===== src/rtl/cacheline_burst_adapter_if.sv =====
// Cache-side and memory-side signals of the line-to-burst adapter.
interface cacheline_burst_adapter_if #(
  parameter int unsigned LINE_W  = 256,
  parameter int unsigned BURST_W = 64
);
  // Cache side
  logic [LINE_W-1:0]  line_i;
  logic [LINE_W-1:0]  line_o;
  logic [31:0]        address_i;
  logic               read_i;
  logic               write_i;
  logic               resp_o;
  // Memory side
  logic [BURST_W-1:0] burst_i;
  logic [BURST_W-1:0] burst_o;
  logic [31:0]        address_o;
  logic               read_o;
  logic               write_o;
  logic               resp_i;

  // Adapter view
  modport slave (
    input  line_i, address_i, read_i, write_i, burst_i, resp_i,
    output line_o, resp_o, burst_o, address_o, read_o, write_o
  );

  // Cache controller / memory model view
  modport master (
    output line_i, address_i, read_i, write_i, burst_i, resp_i,
    input  line_o, resp_o, burst_o, address_o, read_o, write_o
  );
endinterface


===== src/rtl/cacheline_burst_adapter.sv =====
// Converts one cache-line read/write-back request into a burst of memory beats.
module cacheline_burst_adapter #(
  parameter int unsigned LINE_W   = 256,
  parameter int unsigned BURST_W  = 64,
  parameter int unsigned BEATS    = 4,
  parameter int unsigned OFFSET_W = 5
) (
  input  logic                      clk,
  input  logic                      reset_n,
  cacheline_burst_adapter_if.slave  bus
);

  localparam int unsigned CNT_W = (BEATS > 1) ? $clog2(BEATS) : 1;

  typedef enum logic [1:0] {
    IDLE = 2'd0,
    RD   = 2'd1,
    WR   = 2'd2,
    DONE = 2'd3
  } state_e;

  state_e              state_q, state_d;
  logic [CNT_W-1:0]    cnt_q, cnt_d;
  logic [31:0]         addr_q, addr_d;
  logic [LINE_W-1:0]   wline_q, wline_d;
  logic [LINE_W-1:0]   rline_q, rline_d;
  logic [BURST_W-1:0]  burst_q, burst_d;
  logic                read_q, read_d;
  logic                write_q, write_d;
  logic                resp_q, resp_d;

  logic                last_beat;
  logic [CNT_W-1:0]    cnt_inc;

  assign last_beat = (cnt_q == CNT_W'(BEATS - 1));
  assign cnt_inc   = cnt_q + CNT_W'(1);

  // Next-state and registered-output computation
  always_comb begin
    state_d = state_q;
    cnt_d   = cnt_q;
    addr_d  = addr_q;
    wline_d = wline_q;
    rline_d = rline_q;
    burst_d = burst_q;
    read_d  = read_q;
    write_d = write_q;
    resp_d  = 1'b0;

    case (state_q)
      IDLE: begin
        // Write wins when both requests are raised; the read is re-sampled later
        if (bus.write_i) begin
          wline_d = bus.line_i;
          addr_d  = {bus.address_i[31:OFFSET_W], {OFFSET_W{1'b0}}};
          cnt_d   = '0;
          burst_d = bus.line_i[BURST_W-1:0];
          write_d = 1'b1;
          state_d = WR;
        end else if (bus.read_i) begin
          addr_d  = {bus.address_i[31:OFFSET_W], {OFFSET_W{1'b0}}};
          cnt_d   = '0;
          read_d  = 1'b1;
          state_d = RD;
        end
      end

      RD: begin
        if (bus.resp_i) begin
          rline_d[BURST_W*cnt_q +: BURST_W] = bus.burst_i;
          if (last_beat) begin
            cnt_d   = '0;
            read_d  = 1'b0;
            resp_d  = 1'b1;
            state_d = DONE;
          end else begin
            cnt_d = cnt_inc;
          end
        end
      end

      WR: begin
        if (bus.resp_i) begin
          if (last_beat) begin
            cnt_d   = '0;
            write_d = 1'b0;
            resp_d  = 1'b1;
            state_d = DONE;
          end else begin
            // Present the following beat from the latched line
            cnt_d   = cnt_inc;
            burst_d = wline_q[BURST_W*cnt_inc +: BURST_W];
          end
        end
      end

      DONE: begin
        cnt_d   = '0;
        state_d = IDLE;
      end

      default: begin
        cnt_d   = '0;
        read_d  = 1'b0;
        write_d = 1'b0;
        state_d = IDLE;
      end
    endcase
  end

  // State and output registers; reset aborts any burst in flight
  always_ff @(posedge clk or negedge reset_n) begin
    if (!reset_n) begin
      state_q <= IDLE;
      cnt_q   <= '0;
      addr_q  <= '0;
      wline_q <= '0;
      rline_q <= '0;
      burst_q <= '0;
      read_q  <= 1'b0;
      write_q <= 1'b0;
      resp_q  <= 1'b0;
    end else begin
      state_q <= state_d;
      cnt_q   <= cnt_d;
      addr_q  <= addr_d;
      wline_q <= wline_d;
      rline_q <= rline_d;
      burst_q <= burst_d;
      read_q  <= read_d;
      write_q <= write_d;
      resp_q  <= resp_d;
    end
  end

  assign bus.line_o    = rline_q;
  assign bus.burst_o   = burst_q;
  assign bus.address_o = addr_q;
  assign bus.read_o    = read_q;
  assign bus.write_o   = write_q;
  assign bus.resp_o    = resp_q;

endmodule


===== src/flat_wrapper.sv =====
// flat-port wrapper written by rule: the top's interface ports become plain ports
module cacheline_burst_adapter_flat 
#(
  parameter int unsigned LINE_W   = 256,
  parameter int unsigned BURST_W  = 64,
  parameter int unsigned BEATS    = 4,
  parameter int unsigned OFFSET_W = 5
)
  (clk, reset_n, bus_line_i, bus_address_i, bus_read_i, bus_write_i, bus_burst_i, bus_resp_i, bus_line_o, bus_resp_o, bus_burst_o, bus_address_o, bus_read_o, bus_write_o);
  cacheline_burst_adapter_if #(.LINE_W(LINE_W), .BURST_W(BURST_W)) bus_i ();
  input  logic clk;
  input  logic reset_n;
  input wire logic [$bits(bus_i.line_i)-1:0] bus_line_i;
  input wire logic [$bits(bus_i.address_i)-1:0] bus_address_i;
  input wire logic [$bits(bus_i.read_i)-1:0] bus_read_i;
  input wire logic [$bits(bus_i.write_i)-1:0] bus_write_i;
  input wire logic [$bits(bus_i.burst_i)-1:0] bus_burst_i;
  input wire logic [$bits(bus_i.resp_i)-1:0] bus_resp_i;
  output wire logic [$bits(bus_i.line_o)-1:0] bus_line_o;
  output wire logic [$bits(bus_i.resp_o)-1:0] bus_resp_o;
  output wire logic [$bits(bus_i.burst_o)-1:0] bus_burst_o;
  output wire logic [$bits(bus_i.address_o)-1:0] bus_address_o;
  output wire logic [$bits(bus_i.read_o)-1:0] bus_read_o;
  output wire logic [$bits(bus_i.write_o)-1:0] bus_write_o;
  assign bus_i.line_i = bus_line_i;
  assign bus_i.address_i = bus_address_i;
  assign bus_i.read_i = bus_read_i;
  assign bus_i.write_i = bus_write_i;
  assign bus_i.burst_i = bus_burst_i;
  assign bus_i.resp_i = bus_resp_i;
  assign bus_line_o = bus_i.line_o;
  assign bus_resp_o = bus_i.resp_o;
  assign bus_burst_o = bus_i.burst_o;
  assign bus_address_o = bus_i.address_o;
  assign bus_read_o = bus_i.read_o;
  assign bus_write_o = bus_i.write_o;
  cacheline_burst_adapter #(.LINE_W(LINE_W), .BURST_W(BURST_W), .BEATS(BEATS), .OFFSET_W(OFFSET_W)) u_core (.clk(clk), .reset_n(reset_n), .bus(bus_i));
endmodule

===== config.mk =====
export PLATFORM = sky130hd
export DESIGN_NAME = cacheline_burst_adapter_flat
export DESIGN_NICKNAME = d
export VERILOG_FILES = /design/src/rtl/cacheline_burst_adapter_if.sv /design/src/rtl/cacheline_burst_adapter.sv /design/src/flat_wrapper.sv
export SDC_FILE = /design/constraint.sdc
export NUM_CORES = 1
export LEC_CHECK = 0
export CAP_MARGIN = 20
export CORE_AREA = 2 2 273 275
export CTS_CLUSTER_SIZE = 16
export DETAILED_ROUTE_END_ITERATION = 12
export DIE_AREA = 0 0 275 277
export REMOVE_ABC_BUFFERS = 1
export SKIP_LAST_GASP = 1
export SYNTH_ARGS = -nofsm -noshare
export SYNTH_HDL_FRONTEND = slang
export SYNTH_SLANG_ARGS = --single-unit

===== constraint.sdc =====
create_clock -name clk -period 5.5 [get_ports clk]
set_clock_uncertainty 0.2 [all_clocks]
set_input_delay 0.55 -clock clk [delete_from_list [all_inputs] [get_ports clk]]
set_output_delay 0.55 -clock clk [all_outputs]
set_load 0.005 [all_outputs]

==> metrics.md, run 1 <==
| Metric | Value |
|---|---|
| Area leader, netlist | `dfrtp_1` |
| DR iter-0 viols | `978` |
| Crit end category | `flip-flop` |
| Later-pin clock latency in the skew report | `610 ps` |
| Critical path class | `reg -> reg` |
| Final Util | `0.4730` |
| Yosys warns | `0` |
| Routed len/inst | `26.24 µm` |
| Post-route cell area | `0.03480 mm²` |
| Initial antenna violation count | `28` |
| Design Power | `18.56 mW` |
| Avg Cell Area, Syn | `15.88 µm²` |
| Post-Synthesis Cells | `1543` |
| Clock Tree Buf Depth | `3` |
| Core Area | `0.07357 mm²` |
| R2R setup slack | `2050 ps` |
| Setup repair bufs after CTS | `0` |
| CP arrival | `3770 ps` |
| Sequential fraction of the synthesis area | `0.6229` |
| Die area | `0.07618 mm²` |
| Worst Hold Launch | `u_core.bus.line_o[151]` |
| Actual slew at the worst max-slew pin | `1030 ps` |
| Bufs and invs on worst path | `2` |
| Min Tclk post-route | `3449 ps` |
| Setup crit start | `u_core.cnt_q[0]` |
| Pwr dens | `533.4 mW/mm²` |
| Chip height | `277 µm` |
| DRC Markers | `0` |
| Highest clock rate | `0.2900 GHz` |
| Number of buffers created by CTS | `69` |
| Fillers | `6394` |
| DPL Wire Length | `56.63 mm` |
| Area share of the largest cell type after synthesis | `0.6229` |
| Routed via count | `17.22k` |
| Critical Path Start Type | `flip-flop` |
| Cell variety after synth | `37` |
| Busiest grt layer | `met2` |
| Worst hold path type | `reg -> reg` |
| Max-Cap Viols | `0` |
| Area post-placement | `0.03242 mm²` |
| Htree depth | `3` |
| Complex-gate fraction of the synthesized area | `0.1216` |
| Post-synthesis instance area | `0.02450 mm²` |
| Clock Tree Root | `clkbuf_16` |
| Final Hold Fails | `0` |
| Post-synthesis mux area share | `0.1901` |
| Main combinational cell family by area after synthesis | `multiplexers` |
| Post-Synth XOR/XNOR Area | `0` |
| Met1 Resource Use GR | `0.2569` |
| Post-Synth Simple-Gate Area | `0.03033` |
| Die Width | `275 µm` |
| Crit-path max cell delay | `720 ps` |
| DR vias/cell | `5.316` |
| Grt met2 use | `0.3610` |
| Clock net sink count | `610` |
| Status | `complete, no violations` |
| Count leader, synth | `dfrtp_1` |
| CTS tree | `done` |
| Layout cells sized above 1 | `0.2212` |
| GRT Total Usage | `0.2193` |
| Worst flop-to-flop path startpoint | `u_core.cnt_q[0]` |
| Synth top cells by count | `dfrtp_1, mux2_2, a22o_1` |
| Hold Slack | `296.3 ps` |
| Row cnt | `100` |
| Pins Over Slew Limit | `0` |
| Maximum VDD drop | `290.7 µV` |
| Number of global-route vias before repair | `18.51k` |
| Worst setup margin | `2051 ps` |
| EDFF count, synth | `0` |
| First-pass GRT wire length | `125.1 mm` |
| Ports | `712` |
| Largest net degree at the start of global routing | `126` |
| Antenna Nets Post-Route | `0` |
| Setup Slack @ Placement | `2081 ps` |
| PortBufs | `701` |
| Placer Congestion | `0.8726` |
| Relative slew slack | `0.3132` |
| Starting Density | `0.3331` |
| Number of synthesized register bits | `610` |
| Synth area leaders | `dfrtp_1, mux2_2, a22o_1` |
| Endpoints failing setup | `0` |
| Met3 usage | `0.08151` |
| DRT Wirelength | `84.98 mm` |
| Critical path required time | `5820 ps` |
| Cell family with most CP delay | `buffers and inverters` |
| Crit-path cells | `inv_1 -> ha_4 -> nand4b_1 -> nor4b_4 -> buf_4 -> a22o_1` |
| Syn-to-layout area delta | `42.01%` |
| Async SR Flop Fraction | `1.000` |
| Max stage delay cell, worst path | `ha_4` |
| Layout net count | `2574` |
| Clock-pin slew on the worst setup and hold paths | `60 ps` |
| Post-synthesis adder-cell area fraction | `0.005106` |
| Grt total ovfl | `0` |
| Critical path peak fanout | `61` |
| Leakage | `14.82 nW` |
| Top FF cell, synth | `dfrtp_1` |
| Period utilization | `0.6270` |
| First-pass DRT Iterations | `5` |
| Unrepaired setup endpoints after global routing | `false` |
==> cell usage in the layout (no fill, tap or decap), types with 9 or more instances in the layout <==
cell type	n
mux2_2	283
mux4_2	64
clkbuf_1	15
clkbuf_8	18
dfrtp_1	609
clkinv_2	9
inv_1	9
buf_4	18
diode_2	10
clkdlybuf4s50_1	699
a221o_1	64
a22o_1	256
clkbuf_16	71
and4_1	64
==> layer usage <==
metal / vias up / part of all wire
met3: 173 / 0.099
li1: 7312 / -
met4: 36 / 0.035
met1: 8994 / 0.38
met2: 704 / 0.49
met5: - / 0.0028
==> worst reg2reg max path, cell delays in order (launching register included) <==
cell and delay, ps:
dfrtp_4 470, inv_1 240, ha_4 720, nand4b_1 420, nor4b_4 290, buf_4 660
a22o_1 370
==> cell families after synthesis <==
group	after synthesis
adders and majority gates	10
AOI/OAI and AO/OA	333
buffers and inverters	149
other	1
DFF	610
muxes	350
and+or+nand+nor	90
==> power breakdown <==
| part | internal [mW] | leakage, nW | switching (mW) |
|---|---|---|---|
| combinational | 3.97 | 5.89 | 2.77 |
| sequential | 6.19 | 7.78 | 0.907 |
| clock | 2.78 | 1.15 | 1.94 |
==> sequential cells by signal, summed over array words and instances (netlist names) <==
| name | flops |
|---|---|
| u_core.bus.burst_o | 64 |
| u_core.cnt_q | 2 |
| u_core.bus.line_o | 256 |
| u_core.state_q | 2 |
| u_core.bus.read_o | 1 |
| u_core.bus.write_o | 1 |
| u_core.bus.resp_o | 1 |
| u_core.wline_q | 256 |
| u_core.bus.address_o | 27 |
==> layout make-up <==
class,count,area [µm²],share of cell area
clock buffers,104,2081,0.05979
clock inverters,20,259.0,0.007443
well taps,969,1212,0.03484
inverters,10,37.54,0.001079
repair buffers,728,7322,0.2104
multi-input cells,788,8593,0.2469
flip-flops and latches,610,15270,0.4388
diodes,10,25.02,0.0007191
==> path summary, 6_finish.rpt <==
kind | to | cells after the start
worst max-delay path | u_core.bus.line_o[162] | 6
min in group asynchronous | u_core.wline_q[114] | 2
max in group asynchronous | u_core.bus.line_o[167] | 3
worst max register to register | u_core.bus.line_o[162] | 6
worst min-delay path | u_core.bus.line_o[151] | 1
worst min register to register | u_core.bus.line_o[151] | 1
==> stage by stage <==
stage / TNS (ps) / instances
after floorplan: -1383070 / 1408
after global placement: 0 / 3104
after detailed placement: 0 / 3104
after CTS: 0 / 3229
after global routing: 0 / 3236
final: 0 / 3239
==> what timing repair did <==
item / 4_1_cts / 5_1_grt
hold endpoints to repair: 100 / 0
hold buffers: 1 / 0
gates resized for setup: 0 / 0
Note: power is estimated with default switching activity, not from simulation.
==> inputs of run 2 (changes only) <==
==> constraint.sdc (replaced) <==
create_clock -name clk -period 3.45 [get_ports clk]
set_clock_uncertainty 0.2 [all_clocks]
set_input_delay 0.345 -clock clk [delete_from_list [all_inputs] [get_ports clk]]
set_output_delay 0.345 -clock clk [all_outputs]
set_load 0.005 [all_outputs]
==> run 2 against run 1 <==
Effect of this change:
- sequential power rose by 59%
- critical endpoint is now u_core.bus.line_o[171]
- register-to-register slack got worse by 1200 ps
- critical path type unchanged
- highest routed layer unchanged
- largest cell class unchanged
- via count rose by 1.2%
- die area did not move
==> metrics.md, run 2 (synthesized netlist as in run 1, its figures left out) <==
| Metric | Value |
|---|---|
| Critical Path Start Type | `flip-flop` |
| DR vias/cell | `5.347` |
| Hold Slack | `125.7 ps` |
| Row cnt | `100` |
| Relative slew slack | `0.3319` |
| Setup repair bufs after CTS | `0` |
| Initial antenna violation count | `28` |
| DRT Wirelength | `84.84 mm` |
| Post_cts resized | `0` |
| Starting Density | `0.3331` |
| Largest net degree at the start of global routing | `96` |
| DR iter-0 viols | `1075` |
| Die Width | `275 µm` |
| Syn-to-layout area delta | `43.05%` |
| Routed len/inst | `26.04 µm` |
| Endpoints failing setup | `0` |
| Routed via count | `17.42k` |
| Fillers | `6324` |
| Chip height | `277 µm` |
| Max-Cap Viols | `0` |
| Grt total ovfl | `0` |
| Worst setup margin | `822.9 ps` |
| Unrepaired setup endpoints after global routing | `false` |
| DPL Wire Length | `57.95 mm` |
| Critical path peak fanout | `61` |
| Number of buffers created by CTS | `69` |
| Commonest non-fill, non-tap cell in the layout | `clkdlybuf4s50_1` |
| Number of global-route vias before repair | `18.59k` |
| PortBufs | `701` |
| Later-pin clock latency in the skew report | `600 ps` |
| Placer Congestion | `0.8554` |
| First-pass DRT Iterations | `5` |
| First-pass GRT wire length | `125.0 mm` |
| Worst hold path type | `in -> async` |
| Clock Tree Root | `clkbuf_16` |
| Crit end category | `flip-flop` |
| Clock net sink count | `610` |
| Min Tclk post-route | `2627 ps` |
| DRC Markers | `0` |
| Setup Slack @ Placement | `809.9 ps` |
| Antenna Nets Post-Route | `0` |
| Ports | `712` |
| Critical path required time | `3770 ps` |
| Highest-count cells in the layout ignoring fill and taps | `clkdlybuf4s50_1, dfrtp_1, mux2_2` |
| Final Hold Fails | `0` |
| Area post-placement | `0.03273 mm²` |
| Layout cells sized above 1 | `0.2267` |
| Die area | `0.07618 mm²` |
| Clock-pin slew on the worst setup and hold paths | `60 ps` |
| Highest clock rate | `0.3806 GHz` |
| GRT Total Usage | `0.2191` |
| Cts hold-fix bufs | `2` |
| Leakage | `14.95 nW` |
| Pwr dens | `845.9 mW/mm²` |
| Post-route cell area | `0.03505 mm²` |
| Period utilization | `0.7615` |
| Final TNS setup | `0 ps` |
| CP arrival | `2940 ps` |
| Status | `complete, no violations` |
| Core Area | `0.07357 mm²` |
| CTS tree | `done` |
| Maximum VDD drop | `534.3 µV` |
| Htree depth | `3` |
| Pins Over Slew Limit | `0` |
| Layout net count | `2596` |
| Actual slew at the worst max-slew pin | `1002 ps` |
| Clock Tree Buf Depth | `3` |
| Critical path class | `reg -> reg` |
## run 2: cell types whose count changed in the layout (fill, tap and decap cells not counted), moves of 2 or more
| cell | before | now |
|---|---|---|
| buf_12 | 8 | 20 |
| buf_4 | 18 | 27 |
| clkbuf_8 | 18 | 11 |
| bufinv_16 | 3 | 6 |
| diode_2 | 10 | 13 |
| inv_6 | 1 | 4 |
| clkinv_8 | 3 | 1 |
## run 2: stage by stage
stage / utilization / total power [mW] / instances
6_report: 0.4765 / 29.65 / 3258
5_1_grt: 0.4763 / 31.18 / 3254
4_1_cts: 0.4760 / 30.02 / 3245
3_5_place_dp: 0.4449 / 22.45 / 3125
3_3_place_gp: 0.4449 / 22.09 / 3125
2_1_floorplan: - / 17.38 / 1408
## run 2: worst max-delay path: stages (launching register included)
cell and delay, ps:
dfrtp_4 500, inv_1 250, ha_4 320, nand4b_1 290, nor4b_4 340, buf_12 320, a22o_1 230
## run 2: area by class of cell
class,instances,area (µm²),area share
flip-flops and latches,610,15270,0.4356
multi-input cells,788,8593,0.2451
repair buffers,750,7640,0.2179
clock buffers,95,1956,0.05579
well taps,969,1212,0.03459
clock inverters,23,314.1,0.008959
inverters,10,37.54,0.001071
diodes,13,32.53,0.0009280
## run 2: report_power, final
group          switching [mW]  internal [mW]
Combinational            4.43           6.43
Clock                    3.01           4.43
Sequential               1.48           9.87
Total                    8.92           20.7
## run 2: routing by layer
| metal | track usage | vias to the layer above | part of all wire |
|---|---|---|---|
| met2 | 0.3617 | 702 | 0.49 |
| met4 | 0.08746 | 32 | 0.035 |
| met5 | 0 | - | 0.0023 |
| li1 | - | 7375 | - |
| met3 | 0.07726 | 179 | 0.093 |
| met1 | 0.2597 | 9132 | 0.38 |
## run 2: worst paths after layout
| path | slack (ps) | endpoint | depth (start not counted) | startpoint |
|---|---|---|---|---|
| worst max-delay path | 820 | u_core.bus.line_o[171] | 6 | u_core.cnt_q[0] |
| worst min-delay path | 130 | u_core.wline_q[145] | 2 | reset_n |
| worst max register to register | 820 | u_core.bus.line_o[171] | 6 | u_core.cnt_q[0] |
| worst min register to register | 300 | u_core.wline_q[224] | 1 | u_core.wline_q[224] |
| max in group asynchronous | 1820 | u_core.bus.line_o[246] | 3 | reset_n |
| min in group clk | 150 | u_core.wline_q[206] | 2 | bus_line_i[206] |
